## config.mk

```make
export PLATFORM = sky130hd
export DESIGN_NAME = z_writeback
export DESIGN_NICKNAME = d
export VERILOG_FILES = /design/src/rtl/z_writeback.sv
export SDC_FILE = /design/constraint.sdc
export NUM_CORES = 1
export LEC_CHECK = 0
export CAP_MARGIN = 25
export CORE_ASPECT_RATIO = 2
export CORE_UTILIZATION = 39
export CTS_CLUSTER_DIAMETER = 150
export DETAILED_ROUTE_END_ITERATION = 7
export PLACE_DENSITY_LB_ADDON = 0.1
export SLEW_MARGIN = 0
export SYNTH_ARGS = -nofsm -noshare
export SYNTH_HDL_FRONTEND = slang
export SYNTH_SLANG_ARGS = --single-unit
```

## constraint.sdc

```tcl
create_clock -name clk -period 1.9 [get_ports clk]
set_input_delay 0.19 -clock clk [delete_from_list [all_inputs] [get_ports clk]]
set_output_delay 0.19 -clock clk [all_outputs]
set_load 0.02 [all_outputs]
```

## src/rtl/z_writeback.sv

```systemverilog
// Result write-back stage downstream of the ALU.
// Captures the 64-bit ALU result into Z on Zin and derives the zero/negative flags.
// It then drives Z onto the 32-bit bus in one beat (narrow op) or two beats
// (MUL/DIV: LO then HI), each beat under a bus request/grant handshake.
//
// Ports:
//   clk          sole clock, rising edge
//   clr          synchronous active-low reset
//   ctrl_signal  one-hot ALU control vector (same one the ALU sees)
//   OpResult     ALU result {hi, lo}
//   Zin          capture strobe
//   bus_gnt      arbiter grant
//   bus_req      request to drive the bus
//   bus_out      bus data; zero whenever bus_req is low
//   lo_wr/hi_wr  write strobes for the register/LO and for HI, asserted on grant cycles
//   z_lo/z_hi    Z register contents
//   busy         transfer in progress
//   done         one-cycle pulse in the first idle cycle after the final beat
//   zero_flag    result-is-zero flag
//   neg_flag     result-is-negative flag
//   err_overrun  sticky; set when Zin arrives while busy, cleared only by reset
module z_writeback #(
  parameter int unsigned BITS      = 32,
  parameter int unsigned SIG_COUNT = 12,
  parameter int unsigned MUL_BIT   = 2,
  parameter int unsigned DIV_BIT   = 3
) (
  input  logic                 clk,
  input  logic                 clr,
  input  logic [SIG_COUNT-1:0] ctrl_signal,
  input  logic [2*BITS-1:0]    OpResult,
  input  logic                 Zin,
  input  logic                 bus_gnt,
  output logic                 bus_req,
  output logic [BITS-1:0]      bus_out,
  output logic                 lo_wr,
  output logic                 hi_wr,
  output logic [BITS-1:0]      z_lo,
  output logic [BITS-1:0]      z_hi,
  output logic                 busy,
  output logic                 done,
  output logic                 zero_flag,
  output logic                 neg_flag,
  output logic                 err_overrun
);

  typedef enum logic [1:0] {StIdle, StSendLo, StSendHi} state_e;

  state_e          state_q;
  logic [BITS-1:0] z_lo_q, z_hi_q;
  logic            wide_q;
  logic            done_q;
  logic            zero_q, neg_q;
  logic            err_q;

  logic            is_mul;
  logic            is_wide;

  assign is_mul  = ctrl_signal[MUL_BIT];
  assign is_wide = ctrl_signal[MUL_BIT] | ctrl_signal[DIV_BIT];

  always_ff @(posedge clk) begin
    if (!clr) begin
      state_q <= StIdle;
      z_lo_q  <= '0;
      z_hi_q  <= '0;
      wide_q  <= 1'b0;
      done_q  <= 1'b0;
      zero_q  <= 1'b0;
      neg_q   <= 1'b0;
      err_q   <= 1'b0;
    end else begin
      done_q <= 1'b0;
      unique case (state_q)
        StIdle: begin
          if (Zin) begin
            z_lo_q  <= OpResult[BITS-1:0];
            z_hi_q  <= OpResult[2*BITS-1:BITS];
            wide_q  <= is_wide;
            // Only MUL produces a true 64-bit value; DIV's hi half is the remainder.
            zero_q  <= is_mul ? (OpResult == '0) : (OpResult[BITS-1:0] == '0);
            neg_q   <= is_mul ? OpResult[2*BITS-1] : OpResult[BITS-1];
            state_q <= StSendLo;
          end
        end
        StSendLo: begin
          if (Zin) err_q <= 1'b1;
          if (bus_gnt) begin
            if (wide_q) begin
              state_q <= StSendHi;
            end else begin
              state_q <= StIdle;
              done_q  <= 1'b1;
            end
          end
        end
        StSendHi: begin
          if (Zin) err_q <= 1'b1;
          if (bus_gnt) begin
            state_q <= StIdle;
            done_q  <= 1'b1;
          end
        end
        default: state_q <= StIdle;
      endcase
    end
  end

  always_comb begin
    busy    = 1'b0;
    bus_out = '0;
    lo_wr   = 1'b0;
    hi_wr   = 1'b0;
    unique case (state_q)
      StSendLo: begin
        busy    = 1'b1;
        bus_out = z_lo_q;
        lo_wr   = bus_gnt;
      end
      StSendHi: begin
        busy    = 1'b1;
        bus_out = z_hi_q;
        hi_wr   = bus_gnt;
      end
      default: ;
    endcase
  end

  assign bus_req     = busy;
  assign z_lo        = z_lo_q;
  assign z_hi        = z_hi_q;
  assign done        = done_q;
  assign zero_flag   = zero_q;
  assign neg_flag    = neg_q;
  assign err_overrun = err_q;

endmodule

```

---- Yosys cells after proc, flatten, opt, wreduce, memory -nomap -nowiden ----
Cells that the tools add are included.
W data, S select, Z words.
operators by class
  add/subtract/negate cells ............... 0
  multiply operators ...................... 0
  divide/modulo/power cells ............... 0
  $lt $le $gt $ge ......................... 0
  equal/unequal tests ..................... 5
  shift-type cells ........................ 0
  muxes and demuxes ....................... 15
  bitwise gates (word level) .............. 1
  reductions and logical operators ........ 7
operators with widths
  operator              count
  $logic_not A64 Y1     1
  $pmux W32 S2          1
  $logic_not A32 Y1     1
  $mux W1               8
  $mux W2               4
  $ne A2 B2 Y1 const B  3
  $pmux W2 S3           1
  $reduce_and A2 Y1     2
  $reduce_and A3 Y1     1
  $eq A2 B1 Y1 const B  1
  $eq A2 B2 Y1 const B  1
  $logic_not A2 Y1      1
  $pmux W1 S2           1
  $reduce_or A2 Y1      1
  $or A1 B1 Y1          1
word-level totals
  bits in registers ....................... 71
  bits in latches ......................... 0
  memory bits (writable) .................. 0
  bits in read-only memories .............. 0
  input port bits ......................... 80
  output and inout port bits .............. 104
  logic and storage cells ................. 36
  memories ................................ 0

---- Logic depth before layout (Yosys ltp) ----
Gate-level depths: netlist of the first run.
  depth after elaboration ................. 3
  depth in mapped cells ................... 8
  gate-level depth less buffers ........... 6

---- Worst setup path before layout of the first run ----
No wires, ideal clock.
  path type ............................... flip-flop to output port
  from .................................... reg state_q[0]
  to ...................................... out bus_out[0]
  arrival ................................. 1468 ps
  path slack .............................. 242 ps
  stages on the path, launching flop included .. 5
  buffers on the path ..................... 1
  cell sequence ........................... dfxtp_1 inv_1 ha_1 clkbuf_1 nor2b_1
between the ends
  cells in the longest elaborated chain, start to end .. 2
ends and longest elaborated chain
  what                                          RTL line  source
  start, declared                               49        state_e state_q;
  start signal, assigned                        64        state_q <= StIdle;
  start signal, assigned                        83        state_q <= StSendLo;
  start signal, assigned                        90        state_q <= StSendHi;
  $eq A2 B2 Y1 or $eq A2 B1 Y1 (tied branches)  114       unique case (state_q)
  $pmux W32 S2 (*)                              114
  end, declared                                 35        output logic [BITS-1:0] bus_out,
Every way passes the cells marked *; elsewhere a longest branch is shown, timed or not.

---- Worst setup path after layout of the first run ----
  from .................................... reg state_q[0]
  to ...................................... out bus_out[23]
The elaborated chain is that of the path after synthesis.

==> flow_summary.html, run 1 <==
<table>
<tr><th>Metric</th><th>Value</th></tr>
<tr><th colspan="2">Outcome</th></tr>
<tr><td>Result of the run</td><td>finished, final reports clean</td></tr>
<tr><th colspan="2">Layout</th></tr>
<tr><td>Share of final-layout standard cells stronger than drive strength 1</td><td>13.8%</td></tr>
<tr><td>Antenna Cells</td><td>0</td></tr>
<tr><td>Area added between synthesis and finish</td><td>60.6%</td></tr>
<tr><td>Design area</td><td>0.00543 mm²</td></tr>
<tr><td>Number of nets in the layout</td><td>667</td></tr>
<tr><td>Finished Layout Cells</td><td>686</td></tr>
<tr><th colspan="2">Placement</th></tr>
<tr><td>Estimated wirelength of the detail-placed design</td><td>8060 µm</td></tr>
<tr><td>Port Buf Inserts</td><td>173</td></tr>
<tr><td>Pre-CTS setup slack</td><td>-0.100 ns</td></tr>
<tr><td>Post-Place Cells</td><td>668</td></tr>
<tr><td>Placer congestion estimate</td><td>0.814</td></tr>
<tr><td>Standard cell area after detailed placement</td><td>0.00521 mm²</td></tr>
<tr><th colspan="2">Power</th></tr>
<tr><td>Power per cell area</td><td>871 mW/mm²</td></tr>
<tr><td>Int Pwr</td><td>3.31 mW</td></tr>
<tr><td>Total net switching power</td><td>1.41 mW</td></tr>
<tr><td>Fraction of power consumed by combinational cells</td><td>28.3%</td></tr>
<tr><td>Leak pwr</td><td>2.06 nW</td></tr>
<tr><td>Sequential share of power</td><td>36.5%</td></tr>
<tr><td>Largest vdd supply drop</td><td>798 µV</td></tr>
<tr><td>Clock network fraction of design power</td><td>35.2%</td></tr>
<tr><td>Switching power as a share of total power</td><td>29.9%</td></tr>
<tr><th colspan="2">Route</th></tr>
<tr><td>Via count of the routed design</td><td>3621</td></tr>
<tr><td>Post-detailed-route wirelength per cell</td><td>17.2 µm</td></tr>
<tr><td>DRC</td><td>0</td></tr>
<tr><td>Avg Vias per Cell</td><td>5.28</td></tr>
<tr><td>Initial DRC count</td><td>204</td></tr>
<tr><td>Detailed-route wire length</td><td>11800 µm</td></tr>
<tr><td>Antenna Violating Nets Remaining</td><td>0</td></tr>
<tr><td>Initial DRT Pass Iterations</td><td>4</td></tr>
<tr><th colspan="2">Clock network</th></tr>
<tr><td>CTS tree</td><td>yes</td></tr>
<tr><td>Master cell of the clock root buffer</td><td>sky130_fd_sc_hd__clkbuf_16</td></tr>
<tr><td>Buffers inserted during post-CTS setup optimization</td><td>0</td></tr>
<tr><td>Maximum number of buffers from clock root to sink</td><td>2</td></tr>
<tr><td>Reg clk slew, reported paths</td><td>0.06 ns</td></tr>
<tr><td>Hold bufs inserted after CTS</td><td>0</td></tr>
<tr><td>Insertion delay to the later sink of the worst-skew pair</td><td>0.33 ns</td></tr>
<tr><td>Clk sinks</td><td>71</td></tr>
<tr><td>Depth of the CTS H-tree</td><td>3</td></tr>
<tr><td>Number of buffers created by CTS</td><td>9</td></tr>
<tr><th colspan="2">Min path</th></tr>
<tr><td>Hold Path Cell Cnt</td><td>3</td></tr>
<tr><td>Path class of the lowest-slack min-delay path</td><td>primary input to flop</td></tr>
<tr><th colspan="2">Worst setup path</th></tr>
<tr><td>CP cell instances</td><td>inv_2 -&gt; ha_4 -&gt; buf_6 -&gt; nor2b_1 -&gt; buf_2</td></tr>
<tr><td>Kind of end point of the critical path</td><td>output pin</td></tr>
<tr><td>Required time worst endpoint</td><td>1.71 ns</td></tr>
<tr><td>Cell depth of the worst flop-to-flop path</td><td>7</td></tr>
<tr><td>Maximum fanout count along the critical path</td><td>9</td></tr>
<tr><td>Setup crit start kind</td><td>flop</td></tr>
<tr><td>Worst-path cell with the longest stage delay</td><td>sky130_fd_sc_hd__dfxtp_2</td></tr>
<tr><td>Data arrival time at the worst-slack endpoint</td><td>1.64 ns</td></tr>
<tr><td>Peak per-stage delay on the critical path</td><td>0.37 ns</td></tr>
<tr><td>Worst Path Class, Setup</td><td>flop to output pin</td></tr>
<tr><th colspan="2">Timing</th></tr>
<tr><td>Unrepaired setup endpoints after global routing</td><td>no</td></tr>
<tr><td>Largest clock skew in the final design</td><td>0.00379 ns</td></tr>
<tr><td>Tcrit/Tclk final</td><td>96.3%</td></tr>
<tr><td>Slew at the pin with the worst max-slew slack</td><td>0.614 ns</td></tr>
<tr><td>Total of endpoints with negative setup slack in the final report</td><td>0</td></tr>
<tr><td>Worst-case headroom to the max-slew limit</td><td>59.0%</td></tr>
<tr><td>Final worst path period need</td><td>1.83 ns</td></tr>
<tr><td>Slew Viols, Final</td><td>0</td></tr>
<tr><td>Fmax</td><td>0.547 GHz</td></tr>
<tr><td>Number of failing hold endpoints at the final stage</td><td>0</td></tr>
<tr><td>Post-layout worst setup margin</td><td>0.0702 ns</td></tr>
<tr><th colspan="2">Synth</th></tr>
<tr><td>Synthesized-area fraction occupied by xor and xnor cells</td><td>0%</td></tr>
<tr><td>Share of synthesized cell area in full adder, half adder and majority cells</td><td>1.48%</td></tr>
<tr><td>Avg Inst Size Synth</td><td>8.15 µm²</td></tr>
<tr><td>Share of synthesized area occupied by flip-flops and latches</td><td>42.0%</td></tr>
<tr><td>Synthesized area</td><td>0.00338 mm²</td></tr>
<tr><td>YS warnings</td><td>0</td></tr>
<tr><td>Netlist cell types</td><td>30</td></tr>
<tr><td>Number of flip-flops and latches in the synthesized netlist</td><td>71</td></tr>
<tr><td>Synthesized-area fraction occupied by and/or/nand/nor cells</td><td>26.6%</td></tr>
<tr><td>Combinational family with the most area after synthesis</td><td>simple AND/OR/NAND/NOR gates</td></tr>
<tr><td>Gate count after technology mapping</td><td>415</td></tr>
<tr><td>Proportion of synthesized area in mux cells</td><td>0.888%</td></tr>
<tr><td>Net count of the mapped netlist</td><td>499</td></tr>
<tr><td>Synth Area in Compound Gates</td><td>22.9%</td></tr>
<tr><th colspan="2">Global routing</th></tr>
<tr><td>Total GRT Usage</td><td>26.4%</td></tr>
<tr><td>Global route overflow</td><td>0</td></tr>
<tr><td>Met3 track demand over resource</td><td>5.57%</td></tr>
<tr><td>GR peak layer</td><td>met2</td></tr>
<tr><td>Met2 usage</td><td>46.2%</td></tr>
<tr><td>Via count of the first global-routing pass</td><td>3429</td></tr>
<tr><td>Number of antenna violations at the first check in global routing</td><td>0</td></tr>
<tr><td>First-pass GRT wire length</td><td>17500 µm</td></tr>
<tr><td>Met1 Resource Use GR</td><td>29.9%</td></tr>
<tr><td>Pin count of the biggest net entering global routing</td><td>72</td></tr>
<tr><th colspan="2">Floorplanning</th></tr>
<tr><td>Horiz. Die Dim</td><td>67.8 µm</td></tr>
<tr><td>Starting density of the core</td><td>40.5%</td></tr>
<tr><td>Core region area</td><td>0.00835 mm²</td></tr>
<tr><td>Die area</td><td>0.00907 mm²</td></tr>
<tr><td>Chip height</td><td>134 µm</td></tr>
<tr><td>Number of rows in the core area</td><td>47</td></tr>
<tr><td>Number of top-level design ports</td><td>184</td></tr>
<tr><th colspan="2">Job</th></tr>
<tr><td>Total of max-cap violations</td><td>0</td></tr>
</table>
[worst paths after layout]
path | from | to | slack, ns
worst max register to register | state_q[0] | state_q[0] | 0.33
worst max-delay path | state_q[0] | bus_out[23] | 0.07
worst min-delay path | OpResult[59] | z_hi[27] | 0.43
worst min register to register | z_hi[25] | z_hi[25] | 0.47
[final cells by class]
cell class	count	area, µm²
clock inverters	3	42.5
clock buffers	13	250
inverters	4	15.0
well taps	98	123
flip-flops and latches	71	1420
multi-input cells	305	1800
fillers	780	2920
repair buffers	192	1780
[per-layer routing]
metal,routed length [µm],part of all wire [%]
met1,4480,38
met5,0,0
met2,6280,53
met4,261,2.2
met3,751,6.4
[worst max-delay path: cells and delay by family (launching register included)]
kind / cells / cell delay [ns]
DFF: 1 / 0.37
buffers and inverters: 3 / 0.43
and+or+nand+nor: 1 / 0.19
adders and majority gates: 1 / 0.31
[synth_stat cells]
master,n,share of area [%]
sky130_fd_sc_hd__a21boi_0,34,7.5
sky130_fd_sc_hd__a21boi_1,30,6.7
sky130_fd_sc_hd__a21o_1,1,0.22
sky130_fd_sc_hd__a21oi_1,1,0.15
sky130_fd_sc_hd__a22oi_1,32,7.1
sky130_fd_sc_hd__a32o_2,1,0.33
sky130_fd_sc_hd__and2_1,4,0.74
sky130_fd_sc_hd__and3_1,1,0.19
sky130_fd_sc_hd__buf_2,11,1.6
sky130_fd_sc_hd__buf_4,4,0.89
sky130_fd_sc_hd__buf_6,4,1.3
sky130_fd_sc_hd__clkbuf_1,16,1.8
sky130_fd_sc_hd__dfxtp_1,71,42
sky130_fd_sc_hd__ha_1,4,1.5
sky130_fd_sc_hd__inv_1,4,0.44
sky130_fd_sc_hd__mux2i_1,3,0.89
sky130_fd_sc_hd__nand2_1,132,15
sky130_fd_sc_hd__nand3_1,1,0.15
sky130_fd_sc_hd__nand3_2,1,0.30
sky130_fd_sc_hd__nand4_1,3,0.56
sky130_fd_sc_hd__nor2_1,2,0.22
sky130_fd_sc_hd__nor2b_1,34,6.3
sky130_fd_sc_hd__nor3_1,1,0.15
sky130_fd_sc_hd__nor3_2,1,0.30
sky130_fd_sc_hd__nor4_1,14,2.6
sky130_fd_sc_hd__nor4b_2,1,0.44
sky130_fd_sc_hd__o211a_1,1,0.30
sky130_fd_sc_hd__o21ai_0,1,0.15
sky130_fd_sc_hd__o22ai_1,1,0.19
sky130_fd_sc_hd__o311a_1,1,0.30
[power groups by stage]
stage | Combinational, mW | Clock, mW | Sequential (mW)
2_1_floorplan | 0.534 | 0 | 1.88
3_3_place_gp | 1.28 | 0 | 1.75
3_5_place_dp | 1.29 | 0 | 1.75
4_1_cts | 1.33 | 1.69 | 1.72
5_1_grt | 1.44 | 1.75 | 1.74
6_report | 1.34 | 1.67 | 1.73
[what timing repair did]
item / CTS / global route
setup endpoints to repair: 36 / 27
resized for setup: 123 / 34
gates cloned: 2 / 0
[metrics by stage]
| stage | TNS, ns | hold WS [ns] | total power, mW | utilization, % |
|---|---|---|---|---|
| 2_1_floorplan | 0 | 0.325 | 2.41 | - |
| 3_3_place_gp | -0.0335 | 0.458 | 3.02 | 62.4 |
| 3_5_place_dp | -0.962 | 0.464 | 3.05 | 62.4 |
| 4_1_cts | -0.368 | 0.432 | 4.74 | 66.3 |
| 5_1_grt | 0 | 0.456 | 4.93 | 65.0 |
| 6_report | 0 | 0.434 | 4.73 | 65.0 |
[cell families after synthesis]
| family | after synthesis |
|---|---|
| flip-flops | 71 |
| multiplexers | 3 |
| AND/OR/NAND/NOR | 195 |
| buffers and inverters | 39 |
| adder cells (fa/ha/maj) | 4 |
| AO/OA/AOI/OAI | 103 |
[flip-flops by register name, summed over array words and instances, names as in the netlist]
register and flops:
done 1, state_q 2, z_lo 32, z_hi 32, neg_flag 1, err_overrun 1, wide_q 1, zero_flag 1
[placed cells by master (no fill, tap or decap), drive strengths merged]
cell           instances
ha                     4
clkinvlp               1
a21oi                  1
o211a                  1
clkbuf                15
buf                   52
nor2b                 34
o21ai                  1
inv                    4
dfxtp                 71
nor4                  14
and2                   4
a32o                   1
nand4                  3
mux2i                  3
nand2                132
clkdlybuf4s50        136
nand3                  2
bufinv                 1
clkdlybuf4s15          2
a21o                   1
nor4b                  1
and3                   1
nor3                   2
nor2                   2
a22oi                 32
a21boi                64
o311a                  1
clkinv                 1
o22ai                  1
Power figures use the tool's default switching activity.
==> run 2: changes to the inputs <==
CTS_CLUSTER_DIAMETER = 30   (was 150)
clock period = 2 ns   (was 1.9 ns; I/O delays follow)
==> flow_summary.html, run 2 (same netlist as run 1, synthesis figures left out) <==
<table>
<tr><th>Metric</th><th>Value</th></tr>
<tr><th colspan="2">Outcome</th></tr>
<tr><td>Result of the run</td><td>finished, final reports clean (unchanged)</td></tr>
<tr><th colspan="2">Route</th></tr>
<tr><td>Avg Vias per Cell</td><td>5.13 (was 5.28)</td></tr>
<tr><td>Routed met3 length</td><td>748 µm (was 751 µm)</td></tr>
<tr><td>Detailed-route wire length</td><td>11100 µm (was 11800 µm)</td></tr>
<tr><td>Uppermost routed layer</td><td>met4 (unchanged)</td></tr>
<tr><td>Via count of the routed design</td><td>3515 (was 3621)</td></tr>
<tr><td>Antenna Violating Nets Remaining</td><td>0 (unchanged)</td></tr>
<tr><td>Met2 WL</td><td>5900 µm (was 6280 µm)</td></tr>
<tr><td>Initial DRT Pass Iterations</td><td>4 (unchanged)</td></tr>
<tr><td>DRC</td><td>0 (unchanged)</td></tr>
<tr><td>Initial DRC count</td><td>143 (was 204)</td></tr>
<tr><td>Wire length on met1</td><td>4230 µm (was 4480 µm)</td></tr>
<tr><td>Post-detailed-route wirelength per cell</td><td>16.3 µm (was 17.2 µm)</td></tr>
<tr><th colspan="2">Floorplanning</th></tr>
<tr><td>Core region area</td><td>0.00835 mm² (unchanged)</td></tr>
<tr><td>Die area</td><td>0.00907 mm² (unchanged)</td></tr>
<tr><td>Number of rows in the core area</td><td>47 (unchanged)</td></tr>
<tr><td>Horiz. Die Dim</td><td>67.8 µm (unchanged)</td></tr>
<tr><td>Number of top-level design ports</td><td>184 (unchanged)</td></tr>
<tr><td>Starting density of the core</td><td>40.5% (unchanged)</td></tr>
<tr><td>Chip height</td><td>134 µm (unchanged)</td></tr>
<tr><th colspan="2">Layout</th></tr>
<tr><td>Antenna Cells</td><td>0 (unchanged)</td></tr>
<tr><td>Number of nets in the layout</td><td>666 (was 667)</td></tr>
<tr><td>Share of final-layout standard cells stronger than drive strength 1</td><td>13.3% (was 13.8%)</td></tr>
<tr><td>Design area</td><td>0.00551 mm² (was 0.00543 mm²)</td></tr>
<tr><td>Finished Layout Cells</td><td>685 (was 686)</td></tr>
<tr><td>Utilization after layout</td><td>66.0% (was 65.0%)</td></tr>
<tr><td>Most common cell after layout, fill and taps aside</td><td>sky130_fd_sc_hd__clkdlybuf4s50_1 (unchanged)</td></tr>
<tr><td>Area added between synthesis and finish</td><td>63.0% (was 60.6%)</td></tr>
<tr><td>Most used cells in the layout excluding fill and tap cells</td><td>sky130_fd_sc_hd__clkdlybuf4s50_1, sky130_fd_sc_hd__nand2_1, sky130_fd_sc_hd__dfxtp_1, sky130_fd_sc_hd__nor2b_1, sky130_fd_sc_hd__a21boi_0 (unchanged)</td></tr>
<tr><td>Area taken by flip-flops and latches</td><td>0.00142 mm² (about the same)</td></tr>
<tr><td>Multi-input combinational cell area</td><td>0.00179 mm² (was 0.00180 mm²)</td></tr>
<tr><td>Fillcell total</td><td>746 (was 780)</td></tr>
<tr><th colspan="2">Worst setup path</th></tr>
<tr><td>Cell depth of the worst flop-to-flop path</td><td>7 (unchanged)</td></tr>
<tr><td>Crit path from</td><td>state_q[0] (unchanged)</td></tr>
<tr><td>Kind of end point of the critical path</td><td>output pin (unchanged)</td></tr>
<tr><td>FF-to-FF Start</td><td>state_q[0] (unchanged)</td></tr>
<tr><td>End point of the critical path</td><td>hi_wr (was bus_out[23])</td></tr>
<tr><td>Setup crit start kind</td><td>flop (unchanged)</td></tr>
<tr><td>Endpoint of the lowest-slack register-to-register path</td><td>state_q[0] (unchanged)</td></tr>
<tr><td>Required time worst endpoint</td><td>1.80 ns (was 1.71 ns)</td></tr>
<tr><td>Slack of the worst reg-to-reg path</td><td>0.41 ns (was 0.33 ns)</td></tr>
<tr><td>Maximum fanout count along the critical path</td><td>12 (was 9)</td></tr>
<tr><td>Data arrival time at the worst-slack endpoint</td><td>1.71 ns (was 1.64 ns)</td></tr>
<tr><td>Worst Path Class, Setup</td><td>flop to output pin (unchanged)</td></tr>
<tr><th colspan="2">Timing</th></tr>
<tr><td>Largest clock skew in the final design</td><td>0.00686 ns (was 0.00379 ns)</td></tr>
<tr><td>Fmax</td><td>0.523 GHz</td></tr>
<tr><td>Final Hold Slack</td><td>0.445 ns (was 0.434 ns)</td></tr>
<tr><td>Worst-case headroom to the max-slew limit</td><td>60.8% (was 59.0%)</td></tr>
<tr><td>Final worst path period need</td><td>1.91 ns</td></tr>
<tr><td>Slew Viols, Final</td><td>0 (unchanged)</td></tr>
<tr><td>Post-layout worst setup margin</td><td>0.0874 ns (was 0.0702 ns)</td></tr>
<tr><td>Slew at the pin with the worst max-slew slack</td><td>0.588 ns (was 0.614 ns)</td></tr>
<tr><td>Unrepaired setup endpoints after global routing</td><td>yes (was no)</td></tr>
<tr><td>Tcrit/Tclk final</td><td>95.6%</td></tr>
<tr><td>Total of endpoints with negative setup slack in the final report</td><td>0 (unchanged)</td></tr>
<tr><td>Number of failing hold endpoints at the final stage</td><td>0 (unchanged)</td></tr>
<tr><td>Summed negative setup slack over all endpoints</td><td>0 ns (unchanged)</td></tr>
<tr><th colspan="2">Placement</th></tr>
<tr><td>Standard cell area after detailed placement</td><td>0.00522 mm² (was 0.00521 mm²)</td></tr>
<tr><td>Placer congestion estimate</td><td>0.835 (was 0.814)</td></tr>
<tr><td>Port Buf Inserts</td><td>173 (unchanged)</td></tr>
<tr><td>Pre-CTS setup slack</td><td>-0.0260 ns (was -0.100 ns)</td></tr>
<tr><td>Estimated wirelength of the detail-placed design</td><td>8270 µm (was 8060 µm)</td></tr>
<tr><td>Post-Place Cells</td><td>669 (was 668)</td></tr>
<tr><th colspan="2">Global routing</th></tr>
<tr><td>Pin count of the biggest net entering global routing</td><td>72 (unchanged)</td></tr>
<tr><td>Total GRT Usage</td><td>24.9% (was 26.4%)</td></tr>
<tr><td>First-pass GRT wire length</td><td>16800 µm (was 17500 µm)</td></tr>
<tr><td>Number of antenna violations at the first check in global routing</td><td>0 (unchanged)</td></tr>
<tr><td>Via count of the first global-routing pass</td><td>3348 (was 3429)</td></tr>
<tr><td>Global route overflow</td><td>0 (unchanged)</td></tr>
<tr><th colspan="2">Clock network</th></tr>
<tr><td>CTS tree</td><td>yes (unchanged)</td></tr>
<tr><td>Number of buffers created by CTS</td><td>9 (unchanged)</td></tr>
<tr><td>Clk sinks</td><td>71 (unchanged)</td></tr>
<tr><td>Master cell of the clock root buffer</td><td>sky130_fd_sc_hd__clkbuf_16 (unchanged)</td></tr>
<tr><td>Hold bufs inserted after CTS</td><td>0 (unchanged)</td></tr>
<tr><td>Depth of the CTS H-tree</td><td>3 (unchanged)</td></tr>
<tr><td>Reg clk slew, reported paths</td><td>0.06 ns (about the same)</td></tr>
<tr><td>Insertion delay to the later sink of the worst-skew pair</td><td>0.33 ns (about the same)</td></tr>
<tr><td>Maximum number of buffers from clock root to sink</td><td>2 (unchanged)</td></tr>
<tr><th colspan="2">Power</th></tr>
<tr><td>Largest vdd supply drop</td><td>516 µV (was 798 µV)</td></tr>
<tr><td>Leak pwr</td><td>2.03 nW (was 2.06 nW)</td></tr>
<tr><td>Power per cell area</td><td>825 mW/mm² (was 871 mW/mm²)</td></tr>
<tr><td>Design Power</td><td>4.54 mW (was 4.73 mW)</td></tr>
<tr><th colspan="2">Job</th></tr>
<tr><td>Total of max-cap violations</td><td>0 (unchanged)</td></tr>
<tr><th colspan="2">Min path</th></tr>
<tr><td>Path class of the lowest-slack min-delay path</td><td>primary input to flop (unchanged)</td></tr>
</table>
## run 2: cell count changes in the layout (fill, tap and decap cells not counted), sizes merged
cell           change
bufinv             +1
clkinv             +3
clkbuf             +8
dlygate4sd2        +5
clkdlybuf4s15     +15
buf               -33
## run 2: how the worst min path moves through the flow
stage	startpoint	endpoint	cells after the start
floorplan	OpResult[43]	z_hi[11]	2
global placement	z_hi[10]	z_hi[10]	2
detailed placement	z_hi[30]	z_hi[30]	2
CTS	OpResult[48]	z_hi[16]	3
global route	OpResult[51]	z_hi[19]	3
finish	OpResult[54]	z_hi[22]	3
## run 2: layout make-up
class,instances,area share (%)
timing repair buffer,191,33.6
clock buffer,9,4.09
multi-input combinational,305,32.5
inverter,4,0.272
clock inverter,7,1.59
sequential,71,25.8
tap,98,2.22
## run 2: metal layers
metal  vias to the layer above  GRT usage [%]
met1                      1623           27.8
met2                       132           43.6
met3                        17           5.74
met5                         -              0
met4                         0           9.72
li1                       1743              -
## run 2: worst max-delay path: stages (launching register included)
cell,delay (ns)
sky130_fd_sc_hd__dfxtp_1,0.33
sky130_fd_sc_hd__inv_2,0.10
sky130_fd_sc_hd__ha_2,0.22
sky130_fd_sc_hd__buf_4,0.22
sky130_fd_sc_hd__and2_1,0.17
sky130_fd_sc_hd__dlygate4sd2_1,0.33
## run 2: power by group
part / internal (mW) / switching (mW) / leakage [nW] / total (mW)
registers: 1.54 / 0.100 / 0.583 / 1.64
clock network: 1.08 / 0.591 / 0.155 / 1.67
logic: 0.597 / 0.636 / 1.29 / 1.23
total: 3.22 / 1.33 / 2.03 / 4.54
## run 2: repair_timing
item	in CTS	in global routing
endpoints found under the setup margin	36	34
setup buffers	0	0
resized for setup	73	33
